### config.mk
export PLATFORM = sky130hd
export DESIGN_NAME = operand_fetch_stage_flat
export DESIGN_NICKNAME = d
export VERILOG_FILES = /design/src/rtl/riscv8_pkg.sv /design/src/rtl/operand_fetch_stage_if.sv /design/src/rtl/operand_fetch_stage_scoreboard.sv /design/src/rtl/operand_fetch_stage.sv /design/src/flat_wrapper.sv
export SDC_FILE = /design/constraint.sdc
export NUM_CORES = 1
export LEC_CHECK = 0
export CORE_MARGIN = 4
export CORE_UTILIZATION = 37
export CTS_CLUSTER_SIZE = 24
export DETAILED_ROUTE_END_ITERATION = 7
export GPL_TIMING_DRIVEN = 0
export PLACE_DENSITY = 0.76
export REMOVE_ABC_BUFFERS = 1
export SLEW_MARGIN = 20
export SYNTH_ARGS = -nofsm -noshare
export SYNTH_HDL_FRONTEND = slang
export SYNTH_SLANG_ARGS = --single-unit
### constraint.sdc
create_clock -name clk -period 1.9 [get_ports clk]
set_input_delay 0.38 -clock clk [delete_from_list [all_inputs] [get_ports clk]]
set_output_delay 0.38 -clock clk [all_outputs]
set_load 0.05 [all_outputs]
### src/rtl/riscv8_pkg.sv
// Shared types and widths for the 8-bit datapath (register file, fetch, execute).
// Latency: n/a (declarations only).
// Backpressure: n/a.
package riscv8_pkg;
  localparam int DATA_W   = 8;
  localparam int ADDR_W   = 3;
  localparam int NUM_REGS = 8;
  localparam int OP_W     = 4;

  typedef logic [ADDR_W-1:0]   reg_addr_t;
  typedef logic [DATA_W-1:0]   data_t;
  typedef logic [OP_W-1:0]     op_t;
  typedef logic [NUM_REGS-1:0] reg_mask_t;

  // True when the writeback bus is writing register ra this cycle.
  function automatic logic wb_hit(input logic we, input reg_addr_t wa, input reg_addr_t ra);
    return we && (wa == ra);
  endfunction
endpackage

### src/rtl/operand_fetch_stage_if.sv
// Bundle of all operand-fetch signals: decode handshake, RF read port, writeback, issue handshake.
// Latency: n/a (wiring only).
// Backpressure: in_ready / out_ready valid-ready pairs.
// Ports: master = the fetch stage (drives in_ready, ra*, out_*, busy); slave = surrounding pipeline.
interface operand_fetch_stage_if;
  import riscv8_pkg::*;

  logic      in_valid;
  logic      in_ready;
  reg_addr_t in_rs1;
  reg_addr_t in_rs2;
  reg_addr_t in_rd;
  logic      in_wen;
  op_t       in_op;
  data_t     in_imm;

  reg_addr_t ra1;
  reg_addr_t ra2;
  data_t     rd1;
  data_t     rd2;

  logic      wb_we;
  reg_addr_t wb_addr;
  data_t     wb_data;

  logic      out_valid;
  logic      out_ready;
  data_t     out_a;
  data_t     out_b;
  reg_addr_t out_rd;
  logic      out_wen;
  op_t       out_op;
  data_t     out_imm;

  reg_mask_t busy;

  modport master (
    input  in_valid, in_rs1, in_rs2, in_rd, in_wen, in_op, in_imm,
    input  rd1, rd2, wb_we, wb_addr, wb_data, out_ready,
    output in_ready, ra1, ra2, out_valid, out_a, out_b, out_rd, out_wen,
    output out_op, out_imm, busy
  );

  modport slave (
    output in_valid, in_rs1, in_rs2, in_rd, in_wen, in_op, in_imm,
    output rd1, rd2, wb_we, wb_addr, wb_data, out_ready,
    input  in_ready, ra1, ra2, out_valid, out_a, out_b, out_rd, out_wen,
    input  out_op, out_imm, busy
  );
endinterface

### src/rtl/operand_fetch_stage_scoreboard.sv
// Pending-write scoreboard: one busy bit per register, cleared by writeback, set on issue.
// Latency: 1 cycle (busy reflects updates after the edge).
// Backpressure: none; set/clear are single-cycle strobes.
// Ports: clk, rst (sync active-low), wb_we/wb_addr clear port, set_en/set_addr set port, busy out.
module reg_scoreboard
  import riscv8_pkg::*;
(
  input  logic      clk,
  input  logic      rst,
  input  logic      wb_we,
  input  reg_addr_t wb_addr,
  input  logic      set_en,
  input  reg_addr_t set_addr,
  output reg_mask_t busy
);

  reg_mask_t busy_nxt;

  // Clear first, then set, so an issue to a register retiring this same
  // cycle leaves it busy for the new producer. $0 is never pending.
  always_comb begin
    busy_nxt = busy;
    if (wb_we)  busy_nxt[wb_addr]  = 1'b0;
    if (set_en) busy_nxt[set_addr] = 1'b1;
    busy_nxt[0] = 1'b0;
  end

  always_ff @(posedge clk) begin
    if (!rst) busy <= '0;
    else      busy <= busy_nxt;
  end

endmodule

### src/rtl/operand_fetch_stage.sv
// Operand fetch/issue: RF read addressing, writeback bypass, RAW stall on scoreboard, output register.
// Latency: ra* 0 cycles; operands on out_* 1 cycle after an accepted instruction.
// Backpressure: in_ready drops on a RAW hazard or when the held output is not taken; out_* hold while stalled.
// Ports: clk, rst (sync active-low), bus (operand_fetch_stage_if.master).
module operand_fetch_stage
  import riscv8_pkg::*;
(
  input  logic                  clk,
  input  logic                  rst,
  operand_fetch_stage_if.master bus
);

  reg_mask_t busy;
  logic      byp1, byp2;
  logic      haz1, haz2;
  logic      fire;
  data_t     a_res, b_res;

  logic      out_valid_q;
  data_t     out_a_q, out_b_q, out_imm_q;
  reg_addr_t out_rd_q;
  logic      out_wen_q;
  op_t       out_op_q;

  assign bus.ra1 = bus.in_rs1;
  assign bus.ra2 = bus.in_rs2;

  assign byp1 = wb_hit(bus.wb_we, bus.wb_addr, bus.in_rs1);
  assign byp2 = wb_hit(bus.wb_we, bus.wb_addr, bus.in_rs2);

  // $0 reads as zero ahead of any bypass so a stray writeback to $0 can't leak in.
  assign a_res = (bus.in_rs1 == '0) ? '0 : (byp1 ? bus.wb_data : bus.rd1);
  assign b_res = (bus.in_rs2 == '0) ? '0 : (byp2 ? bus.wb_data : bus.rd2);

  // A writeback landing this cycle resolves the hazard; the bypass supplies its data.
  assign haz1 = (bus.in_rs1 != '0) && busy[bus.in_rs1] && !byp1;
  assign haz2 = (bus.in_rs2 != '0) && busy[bus.in_rs2] && !byp2;

  assign bus.in_ready = !(haz1 || haz2) && (!out_valid_q || bus.out_ready);
  assign fire         = bus.in_valid && bus.in_ready;

  reg_scoreboard u_scoreboard (
    .clk      (clk),
    .rst      (rst),
    .wb_we    (bus.wb_we),
    .wb_addr  (bus.wb_addr),
    .set_en   (fire && bus.in_wen && (bus.in_rd != '0)),
    .set_addr (bus.in_rd),
    .busy     (busy)
  );

  always_ff @(posedge clk) begin
    if (!rst) begin
      out_valid_q <= 1'b0;
      out_a_q     <= '0;
      out_b_q     <= '0;
      out_rd_q    <= '0;
      out_wen_q   <= 1'b0;
      out_op_q    <= '0;
      out_imm_q   <= '0;
    end else if (fire) begin
      out_valid_q <= 1'b1;
      out_a_q     <= a_res;
      out_b_q     <= b_res;
      out_rd_q    <= bus.in_rd;
      out_wen_q   <= bus.in_wen;
      out_op_q    <= bus.in_op;
      out_imm_q   <= bus.in_imm;
    end else if (bus.out_ready) begin
      out_valid_q <= 1'b0;
    end
  end

  assign bus.out_valid = out_valid_q;
  assign bus.out_a     = out_a_q;
  assign bus.out_b     = out_b_q;
  assign bus.out_rd    = out_rd_q;
  assign bus.out_wen   = out_wen_q;
  assign bus.out_op    = out_op_q;
  assign bus.out_imm   = out_imm_q;
  assign bus.busy      = busy;

endmodule

### src/flat_wrapper.sv
// flat-port wrapper written by rule: the top's interface ports become plain ports
module operand_fetch_stage_flat import riscv8_pkg::*;
  (clk, rst, bus_in_valid, bus_in_rs1, bus_in_rs2, bus_in_rd, bus_in_wen, bus_in_op, bus_in_imm, bus_rd1, bus_rd2, bus_wb_we, bus_wb_addr, bus_wb_data, bus_out_ready, bus_in_ready, bus_ra1, bus_ra2, bus_out_valid, bus_out_a, bus_out_b, bus_out_rd, bus_out_wen, bus_out_op, bus_out_imm, bus_busy);
  operand_fetch_stage_if bus_i ();
  input  logic clk;
  input  logic rst;
  input wire logic [$bits(bus_i.in_valid)-1:0] bus_in_valid;
  input wire logic [$bits(bus_i.in_rs1)-1:0] bus_in_rs1;
  input wire logic [$bits(bus_i.in_rs2)-1:0] bus_in_rs2;
  input wire logic [$bits(bus_i.in_rd)-1:0] bus_in_rd;
  input wire logic [$bits(bus_i.in_wen)-1:0] bus_in_wen;
  input wire logic [$bits(bus_i.in_op)-1:0] bus_in_op;
  input wire logic [$bits(bus_i.in_imm)-1:0] bus_in_imm;
  input wire logic [$bits(bus_i.rd1)-1:0] bus_rd1;
  input wire logic [$bits(bus_i.rd2)-1:0] bus_rd2;
  input wire logic [$bits(bus_i.wb_we)-1:0] bus_wb_we;
  input wire logic [$bits(bus_i.wb_addr)-1:0] bus_wb_addr;
  input wire logic [$bits(bus_i.wb_data)-1:0] bus_wb_data;
  input wire logic [$bits(bus_i.out_ready)-1:0] bus_out_ready;
  output wire logic [$bits(bus_i.in_ready)-1:0] bus_in_ready;
  output wire logic [$bits(bus_i.ra1)-1:0] bus_ra1;
  output wire logic [$bits(bus_i.ra2)-1:0] bus_ra2;
  output wire logic [$bits(bus_i.out_valid)-1:0] bus_out_valid;
  output wire logic [$bits(bus_i.out_a)-1:0] bus_out_a;
  output wire logic [$bits(bus_i.out_b)-1:0] bus_out_b;
  output wire logic [$bits(bus_i.out_rd)-1:0] bus_out_rd;
  output wire logic [$bits(bus_i.out_wen)-1:0] bus_out_wen;
  output wire logic [$bits(bus_i.out_op)-1:0] bus_out_op;
  output wire logic [$bits(bus_i.out_imm)-1:0] bus_out_imm;
  output wire logic [$bits(bus_i.busy)-1:0] bus_busy;
  assign bus_i.in_valid = bus_in_valid;
  assign bus_i.in_rs1 = bus_in_rs1;
  assign bus_i.in_rs2 = bus_in_rs2;
  assign bus_i.in_rd = bus_in_rd;
  assign bus_i.in_wen = bus_in_wen;
  assign bus_i.in_op = bus_in_op;
  assign bus_i.in_imm = bus_in_imm;
  assign bus_i.rd1 = bus_rd1;
  assign bus_i.rd2 = bus_rd2;
  assign bus_i.wb_we = bus_wb_we;
  assign bus_i.wb_addr = bus_wb_addr;
  assign bus_i.wb_data = bus_wb_data;
  assign bus_i.out_ready = bus_out_ready;
  assign bus_in_ready = bus_i.in_ready;
  assign bus_ra1 = bus_i.ra1;
  assign bus_ra2 = bus_i.ra2;
  assign bus_out_valid = bus_i.out_valid;
  assign bus_out_a = bus_i.out_a;
  assign bus_out_b = bus_i.out_b;
  assign bus_out_rd = bus_i.out_rd;
  assign bus_out_wen = bus_i.out_wen;
  assign bus_out_op = bus_i.out_op;
  assign bus_out_imm = bus_i.out_imm;
  assign bus_busy = bus_i.busy;
  operand_fetch_stage u_core (.clk(clk), .rst(rst), .bus(bus_i));
endmodule
[Word-level counts from Yosys, hierarchy flattened]
Index checks and enable logic that the tools add are counted.
Word-level totals
  register bits: 41
  input bits: 54
  output and inout bits: 48
  word-level logic and storage cells: 60
Operators by class
  magnitude comparators: 6
  equal/unequal tests: 2
  muxes and demuxes: 16
  bitwise gates (word level): 3
  reductions and logical operators: 24
Operators with widths (number)
  $mux 8: 6
  $lt 3x4->1 const B: 4
  $logic_and 1x1->1: 12
  $reduce_bool 3->1: 3
  $and 8x8->8: 1
  $not 8->8: 1
  $or 8x8->8: 1
  $bmux 1 s3: 2
  $demux 1 s3: 2
  $eq 3x3->1: 2
  $ge 3x1->1 const B: 2
  $logic_not 3->1: 2
  $mux 1: 6
  $logic_not 1->1: 4
  $logic_or 1x1->1: 2
  $reduce_bool 2->1: 1

[Depth between registers and ports, before layout]
Gate-level depths: netlist of run 1.
  depth after elaboration: 11
  mapped depth: 8
  mapped depth without buffers: 5

[Modules after synthesis]
From an unflattened synthesis of run 1, not the netlist that was laid out.
Unflattened totals
  cell total of the unflattened synthesis: 234
  area, all modules: 2258.4 µm²
By module, submodules not included
  operand_fetch_stage: instances 1, cells each 199, area an instance 1895.6 µm², seq. area each 660.6 µm²
  reg_scoreboard: instances 1, cells each 35, area an instance 362.8 µm², seq. area each 140.1 µm²

[Worst setup path before layout of run 1]
Ideal clock, no wire load.
  kind: flip-flop to output port
  from: reg u_core.u_scoreboard.busy[2]
  to: out bus_in_ready
  arrival: 2.195 ns
  required time: 1.520 ns
  path slack: -0.675 ns
  cell stages (with the launch flop): 5
  buffers on the path: 0
  cell sequence: dfxtp_1 -> mux2_4 -> a221o_1 -> a41o_1 -> nor2_1
Between the ends
  word-level cells in the longest chain between the ends: 7
  elaborated cells on any way between the ends: 11
  classes of those cells: mux: 4; reduce/logical: 7
RTL lines
  start, declared: RTL line operand_fetch_stage_scoreboard.sv:14  | output reg_mask_t busy
  start signal, assigned: RTL line operand_fetch_stage_scoreboard.sv:30  | else busy <= busy_nxt;
  $bmux 1 s3 (on tied branches): RTL line operand_fetch_stage.sv:36, operand_fetch_stage.sv:37
  $mux 1 (on tied branches): RTL line operand_fetch_stage.sv:36, operand_fetch_stage.sv:37
  $logic_and 1x1->1 (on tied branches) (2 in a row): RTL line operand_fetch_stage.sv:36, operand_fetch_stage.sv:37
  $logic_or 1x1->1 (*): RTL line operand_fetch_stage.sv:39  | assign bus.in_ready = !(haz1 || haz2) && (!out_valid_q || bus.out_ready);
  $logic_not 1->1 (*): RTL line operand_fetch_stage.sv:39
  $logic_and 1x1->1 (*): RTL line operand_fetch_stage.sv:39
  end, declared: RTL line flat_wrapper.sv:20  | output wire logic [$bits(bus_i.in_ready)-1:0] bus_in_ready;
Mark *: on every way between the ends. The rest lies on a longest branch, timed or not. The select of a mux whose other input is x is not followed.

[Worst setup path after layout of run 1]
Same ends and word-level chain as after synthesis.

==> results of run 1 <==
## path summary, 6_finish.rpt
check                         to  depth (start not counted)  slack [ns]
max                 bus_in_ready                          5       -0.21
min          u_core.bus.out_a[2]                          2        0.46
max reg2reg  u_core.bus.out_a[0]                          8       -0.17
min reg2reg  u_core.bus.out_a[2]                          2        0.46
## metal layers
layer | vias up | GRT usage, % | share of wire (%)
li1 | 1005 | - | -
met1 | 907 | 18.8 | 40
met2 | 60 | 29.4 | 52
met3 | 6 | 4.71 | 6.9
met4 | 0 | 4.60 | 1.0
met5 | - | 0 | 0
## cells by family (layout without fill, tap and decap cells)
| logic type | after synthesis | in the layout | synth area share (%) |
|---|---|---|---|
| and+or+nand+nor | 98 | 98 | 19.4 |
| muxes | 55 | 55 | 26.4 |
| DFF | 40 | 40 | 36.7 |
| buffers and inverters | 24 | 122 | 8.50 |
| AOI/OAI and AO/OA | 15 | 15 | 6.37 |
| xor gates and xnor gates | 6 | 6 | 2.41 |
| other | 1 | 1 | 0.172 |
## where the power goes
part	switching, uW	internal (uW)	total [uW]
sequential	25.9	889	915
combinational	422	345	767
clock	285	249	534
## cell usage after synthesis (2+ instances only)
library cell	instances
mux2i_1	38
nand4_1	3
buf_2	4
a32o_1	5
nand2_1	70
nand3_1	7
a41o_1	2
nor2_1	5
buf_12	3
o31a_1	2
buf_6	2
buf_4	7
mux2_2	16
clkbuf_1	7
dfxtp_1	40
nor3_1	3
nor2b_1	6
xnor2_1	6
nand3b_1	3
## flip-flops by register name, indices dropped and copies added, names as in the netlist
register                  count
u_core.bus.out_b              8
u_core.bus.out_a              8
u_core.u_scoreboard.busy      7
u_core.bus.out_valid          1
u_core.bus.out_imm            8
u_core.bus.out_rd             3
u_core.bus.out_wen            1
u_core.bus.out_op             4
## cell type report
class | count | area [um2]
multi-input cells | 175 | 1220
flip-flops and latches | 40 | 803
clock inverters | 2 | 12.5
well taps | 72 | 90.1
clock buffers | 5 | 68.8
inverters | 1 | 3.75
repair buffers | 114 | 1170
fillers | 532 | 2240
## per-stage QoR
stage	utilization, %	setup slack (ns)	cells	TNS (ns)
3_3_place_gp	55.1	-3.22	388	-116.65
2_1_floorplan	-	-1.68	216	-59.41
6_report	60.0	-0.209	409	-2.44
5_1_grt	60.0	-0.273	409	-4.76
4_1_cts	60.3	-0.233	409	-3.98
3_5_place_dp	56.0	-1.94	391	-60.49
## worst min-delay path, cell delays in order, from the launching register on
cell and delay [ns]:
dfxtp_1 0.31, nand2_1 0.05, mux2i_1 0.05
## timing repair
action	4_1_cts	5_1_grt
endpoints found under the setup margin	52	35
resized for setup	47	5
gates cloned	2	0
pin swaps	5	2
setup buffers	9	3
==> out/results.ini, run 1 <==
[clocking]
h-tree-depth = 2
clk_pin_slew_ns = 0.08
cts_tree = built
cts-root-buf = clkbuf_8
cts_buffer_depth = 2
numCtsBuffers = 5
clkLatencyLatePin_ns = 0.29
cts.sinks = 40
ctsHoldBuffers = 0

[floorplanning]
rows = 27
ios = 102
die_w_um = 84.8
die_y_um = 84.8
initial_core_util_pct = 38.9
coreArea_um2 = 5610
dieArea_um2 = 7180

[layout]
final_common_cell = clkdlybuf4s50_1
syn_to_final_growth_pct = 54.4
n_antenna_cell = 0
final_cell_mix = 77 x clkdlybuf4s50_1, 70 x nand2_1, 38 x mux2i_1, 38 x dfxtp_1, 18 x dlygate4sd2_1
fin_nets = 391
drive_gt1_share_pct = 13.9
final_area_um2 = 3370

[setup_path]
rr_startpoint = u_core.u_scoreboard.busy[2]
worstPathRequired_ns = 1.52
crit_path_start = u_core.u_scoreboard.busy[2]
worst-path-max-fanout = 3
crit_arrival_ns = 1.73
crit_path_max_incr_delay_ns = 0.33
end_kind = output port
startpoint_type = flip-flop
critical_path_class = flip-flop to output port
crit_family = compound AO/OA/AOI/OAI gates
cpMaxStageDelayCell = dfxtp_2
path_cells = mux2_4 -> a221o_1 -> a41o_4 -> nor2_4 -> buf_6
crit_buf_inv = 1

[drt]
drtIter0Drc = 62
avgRoutedWirePerCell_um = 14.8
firstDrtPassIters = 4
viasPerCell = 4.84
totalWireLength_mm = 6.07
ant_nets = 0
num_vias = 1978
drc = 0

[pwr]
total_power_uw = 2220
cellPowerDensity_nw_per_um2 = 658
leakagePower_uw = 0.00135
peakVddDrop_v = 0.000433

[global_route]
first_global_vias = 1974
grt_pass1_wl_mm = 9.63
antenna_found_initial = 0
grt_use_total_pct = 16.4
grt_max_degree = 35
grt.overflow.total = 0

[run_status]
violations = setup timing
run_status = complete, but fails checks

[logic_synthesis]
synth_area_um2 = 2180
synthArstFlopShare_pct = 0
synth_ff_type = dfxtp_1
synth_top_cell_area_share_pct = 36.7
yosys_warnings = 0
synth_edf_count = 0
synthCells = 239
ys_types = 29
synth_top_cell_by_area = dfxtp_1
yosysSeqAreaShare_pct = 36.7
ys_ff_latch = 40
avgSynthCellArea_um2 = 9.12
ys_top_cells_by_area = dfxtp_1 37%, mux2i_1 17%, nand2_1 12%, mux2_2 8.3%, buf_12 2.8%

[sta]
slew_violations = 0
worstMarginPinSlew_ns = 0.538
period_needed_ns = 2.11
fmax_mhz = 474
maxSlewHeadroom_pct = 64.3
rsz0062_at_grt = yes
setup_ws_ns = -0.209
post-route-period-util_pct = 111
finClkSkew_ns = 0.00757
hold_viol_final = 0
finalSetupViolCount = 24
holdWs_ns = 0.458

[placement]
dp_hpwl_mm = 4.50
portBuffers = 100
postPlaceCellArea_um2 = 3140
place.gp.congestion = 0.758

[worst_hold_path]
hp-class = flip-flop to flip-flop
min_from = u_core.bus.out_a[2]

[flow_run]
drv_cap = 0

(Power assumes the default switching activity.)
==> inputs of run 2 (changes only) <==
--- a/config.mk
+++ b/config.mk
@@ -12,6 +12,7 @@
 export GPL_TIMING_DRIVEN = 0
 export PLACE_DENSITY = 0.76
 export REMOVE_ABC_BUFFERS = 1
+export SKIP_LAST_GASP = 1
 export SLEW_MARGIN = 20
 export SYNTH_ARGS = -nofsm -noshare
 export SYNTH_HDL_FRONTEND = slang
==> run 2 against run 1 <==
The run still ends with setup timing left. Die area stayed put. Routed wire length hardly changed. Sequential power hardly changed. Sequential share of layout area hardly changed. First-iteration DRC count is 6.5% lower. Final cell count stayed put. Via count is 0.61% higher. Cell area is 0.11% higher. Power hardly changed. Worst hold slack stayed put. Flip-flop and latch count stayed put. Critical path type unchanged. Largest power group unchanged.
==> out/results.ini, run 2 (synthesized netlist as in run 1, its figures left out) <==
[pwr]
intPower_uw = 1480  ; about the same
comb_power_share_pct = 34.6  ; about the same
total_power_uw = 2220  ; about the same
peakVddDrop_v = 0.000433  ; about the same
p_switching_uw = 733  ; about the same
p_seq_share_pct = 41.3  ; about the same
cellPowerDensity_nw_per_um2 = 657  ; -0.11%
switching_share_pct = 33.1  ; about the same
p_clk_share_pct = 24.1  ; about the same
leakagePower_uw = 0.00137  ; +1.0%

[drt]
firstDrtPassIters = 4  ; unchanged
num_vias = 1990  ; +0.61%
viasPerCell = 4.87  ; +0.61%
ant_nets = 0  ; unchanged
avgRoutedWirePerCell_um = 14.8  ; about the same
drc = 0  ; unchanged
totalWireLength_mm = 6.07  ; about the same
drtIter0Drc = 58  ; -6.5%

[worst_hold_path]
hp-class = flip-flop to flip-flop
min_path_cells = 2  ; unchanged
min_from = u_core.bus.out_a[2]
min_delay_worst_endpoint = u_core.bus.out_a[2]

[layout]
fin_cells = 409  ; unchanged
final_common_cell = clkdlybuf4s50_1
n_antenna_cell = 0  ; unchanged
syn_to_final_growth_pct = 54.6
multiInputGateArea_um2 = 1220  ; unchanged
final_cell_mix = 77 x clkdlybuf4s50_1, 70 x nand2_1, 38 x mux2i_1, 38 x dfxtp_1, 17 x dlygate4sd2_1
nFillCells = 531  ; -0.19%
regArea_um2 = 803  ; unchanged
fin_nets = 391  ; unchanged
drive_gt1_share_pct = 13.9  ; unchanged

[setup_path]
startpoint_type = flip-flop
critical_path_class = flip-flop to output port
rr_worst_depth = 8  ; unchanged
regToRegSetupSlack_ns = -0.17  ; about the same
worstPathRequired_ns = 1.52  ; about the same
rr_startpoint = u_core.u_scoreboard.busy[2]
worst-path-max-fanout = 3  ; unchanged
crit_arrival_ns = 1.73  ; about the same
r2r_end = u_core.bus.out_a[0]
end_kind = output port

[sta]
finClkSkew_ns = 0.00752  ; -0.0000521 ns
slew_violations = 0  ; unchanged
rsz0062_at_grt = yes
finalSetupViolCount = 24  ; unchanged
fmax_mhz = 474  ; about the same
worstMarginPinSlew_ns = 0.538  ; -0.0000713 ns
setup_ws_ns = -0.209  ; +0.000106 ns
post-route-period-util_pct = 111  ; about the same
holdWs_ns = 0.458  ; unchanged
maxSlewHeadroom_pct = 64.3  ; about the same
finalSetupTns_ns = -2.44  ; -0.000730 ns
period_needed_ns = 2.11  ; -0.000106 ns
hold_viol_final = 0  ; unchanged

[placement]
dp_hpwl_mm = 4.50  ; unchanged
place.gp.congestion = 0.758  ; unchanged
portBuffers = 100  ; unchanged
dp.cells = 391  ; unchanged

[clocking]
ctsHoldBuffers = 0  ; unchanged
cts_buffer_depth = 2  ; unchanged
clkLatencyLatePin_ns = 0.29  ; about the same
numCtsBuffers = 5  ; unchanged
h-tree-depth = 2  ; unchanged
cts.sinks = 40  ; unchanged
cts_tree = built
cts-root-buf = clkbuf_8
clk_pin_slew_ns = 0.08  ; about the same

[run_status]
violations = setup timing
run_status = complete, but fails checks

[global_route]
grt.overflow.total = 0  ; unchanged
antenna_found_initial = 0  ; unchanged
first_global_vias = 1974  ; unchanged
grt_pass1_wl_mm = 9.63  ; unchanged
grt_max_degree = 35  ; unchanged
grt_use_total_pct = 16.4  ; unchanged

[floorplanning]
ios = 102  ; unchanged
die_y_um = 84.8  ; unchanged
dieArea_um2 = 7180  ; unchanged
die_w_um = 84.8  ; unchanged
initial_core_util_pct = 38.9  ; unchanged
rows = 27  ; unchanged
coreArea_um2 = 5610  ; unchanged

[flow_run]
drv_cap = 0  ; unchanged

run 2: layout make-up:
| cell class | instances | area share (%) |
|---|---|---|
| clock buffer | 5 | 2.04 |
| clock inverter | 2 | 0.371 |
| inverter | 1 | 0.111 |
| multi-input combinational | 175 | 36.2 |
| sequential | 40 | 23.8 |
| tap | 72 | 2.67 |
| timing repair buffer | 114 | 34.8 |
run 2: layer usage:
layer,vias up,GRT usage (%),routed length [um]
met5,-,0,0
met4,0,4.60,63
met3,6,4.71,422
met2,65,29.4,3140
met1,914,18.8,2440
li1,1005,-,-
run 2: critical path: stages, from the launching register on:
cell	delay (ns)
dfxtp_2	0.33
mux2_4	0.26
a221o_1	0.33
a41o_4	0.25
nor2_4	0.10
buf_6	0.16
run 2: power by group through the flow:
stage	Sequential, uW	Combinational, uW	Clock [uW]
global route	921	810	584
floorplan	1110	202	0
detailed placement	934	717	0
finish	915	767	534
CTS	915	781	561
global placement	932	704	0
run 2: worst max path at each step:
stage                                            from                  end  slack, ns  depth (start not counted)
after floorplan           u_core.u_scoreboard.busy[2]  u_core.bus.out_a[0]      -1.68                          5
after global placement                  bus_in_rs2[0]  u_core.bus.out_a[6]      -3.22                          6
after detailed placement                bus_in_rs2[0]         bus_in_ready      -1.94                          6
after CTS                 u_core.u_scoreboard.busy[2]         bus_in_ready      -0.23                          5
after global routing      u_core.u_scoreboard.busy[2]         bus_in_ready      -0.27                          5
final                     u_core.u_scoreboard.busy[2]         bus_in_ready      -0.21                          5
run 2: what timing repair did:
action                     4_1_cts  5_1_grt
setup endpoints to repair       52       36
gates resized for setup         45        7
buffers inserted                 9        3
pin swaps                        5        2
cloned                           2        0
run 2: through the flow:
| step | setup WS (ns) | cell area, um2 | utilization (%) |
|---|---|---|---|
| after global routing | -0.273 | 3370 | 60.1 |
| final | -0.209 | 3370 | 60.1 |
| after global placement | -3.22 | 3090 | 55.1 |
| after floorplan | -1.68 | 2000 | - |
| after CTS | -0.233 | 3380 | 60.2 |
| after detailed placement | -1.94 | 3140 | 56.0 |
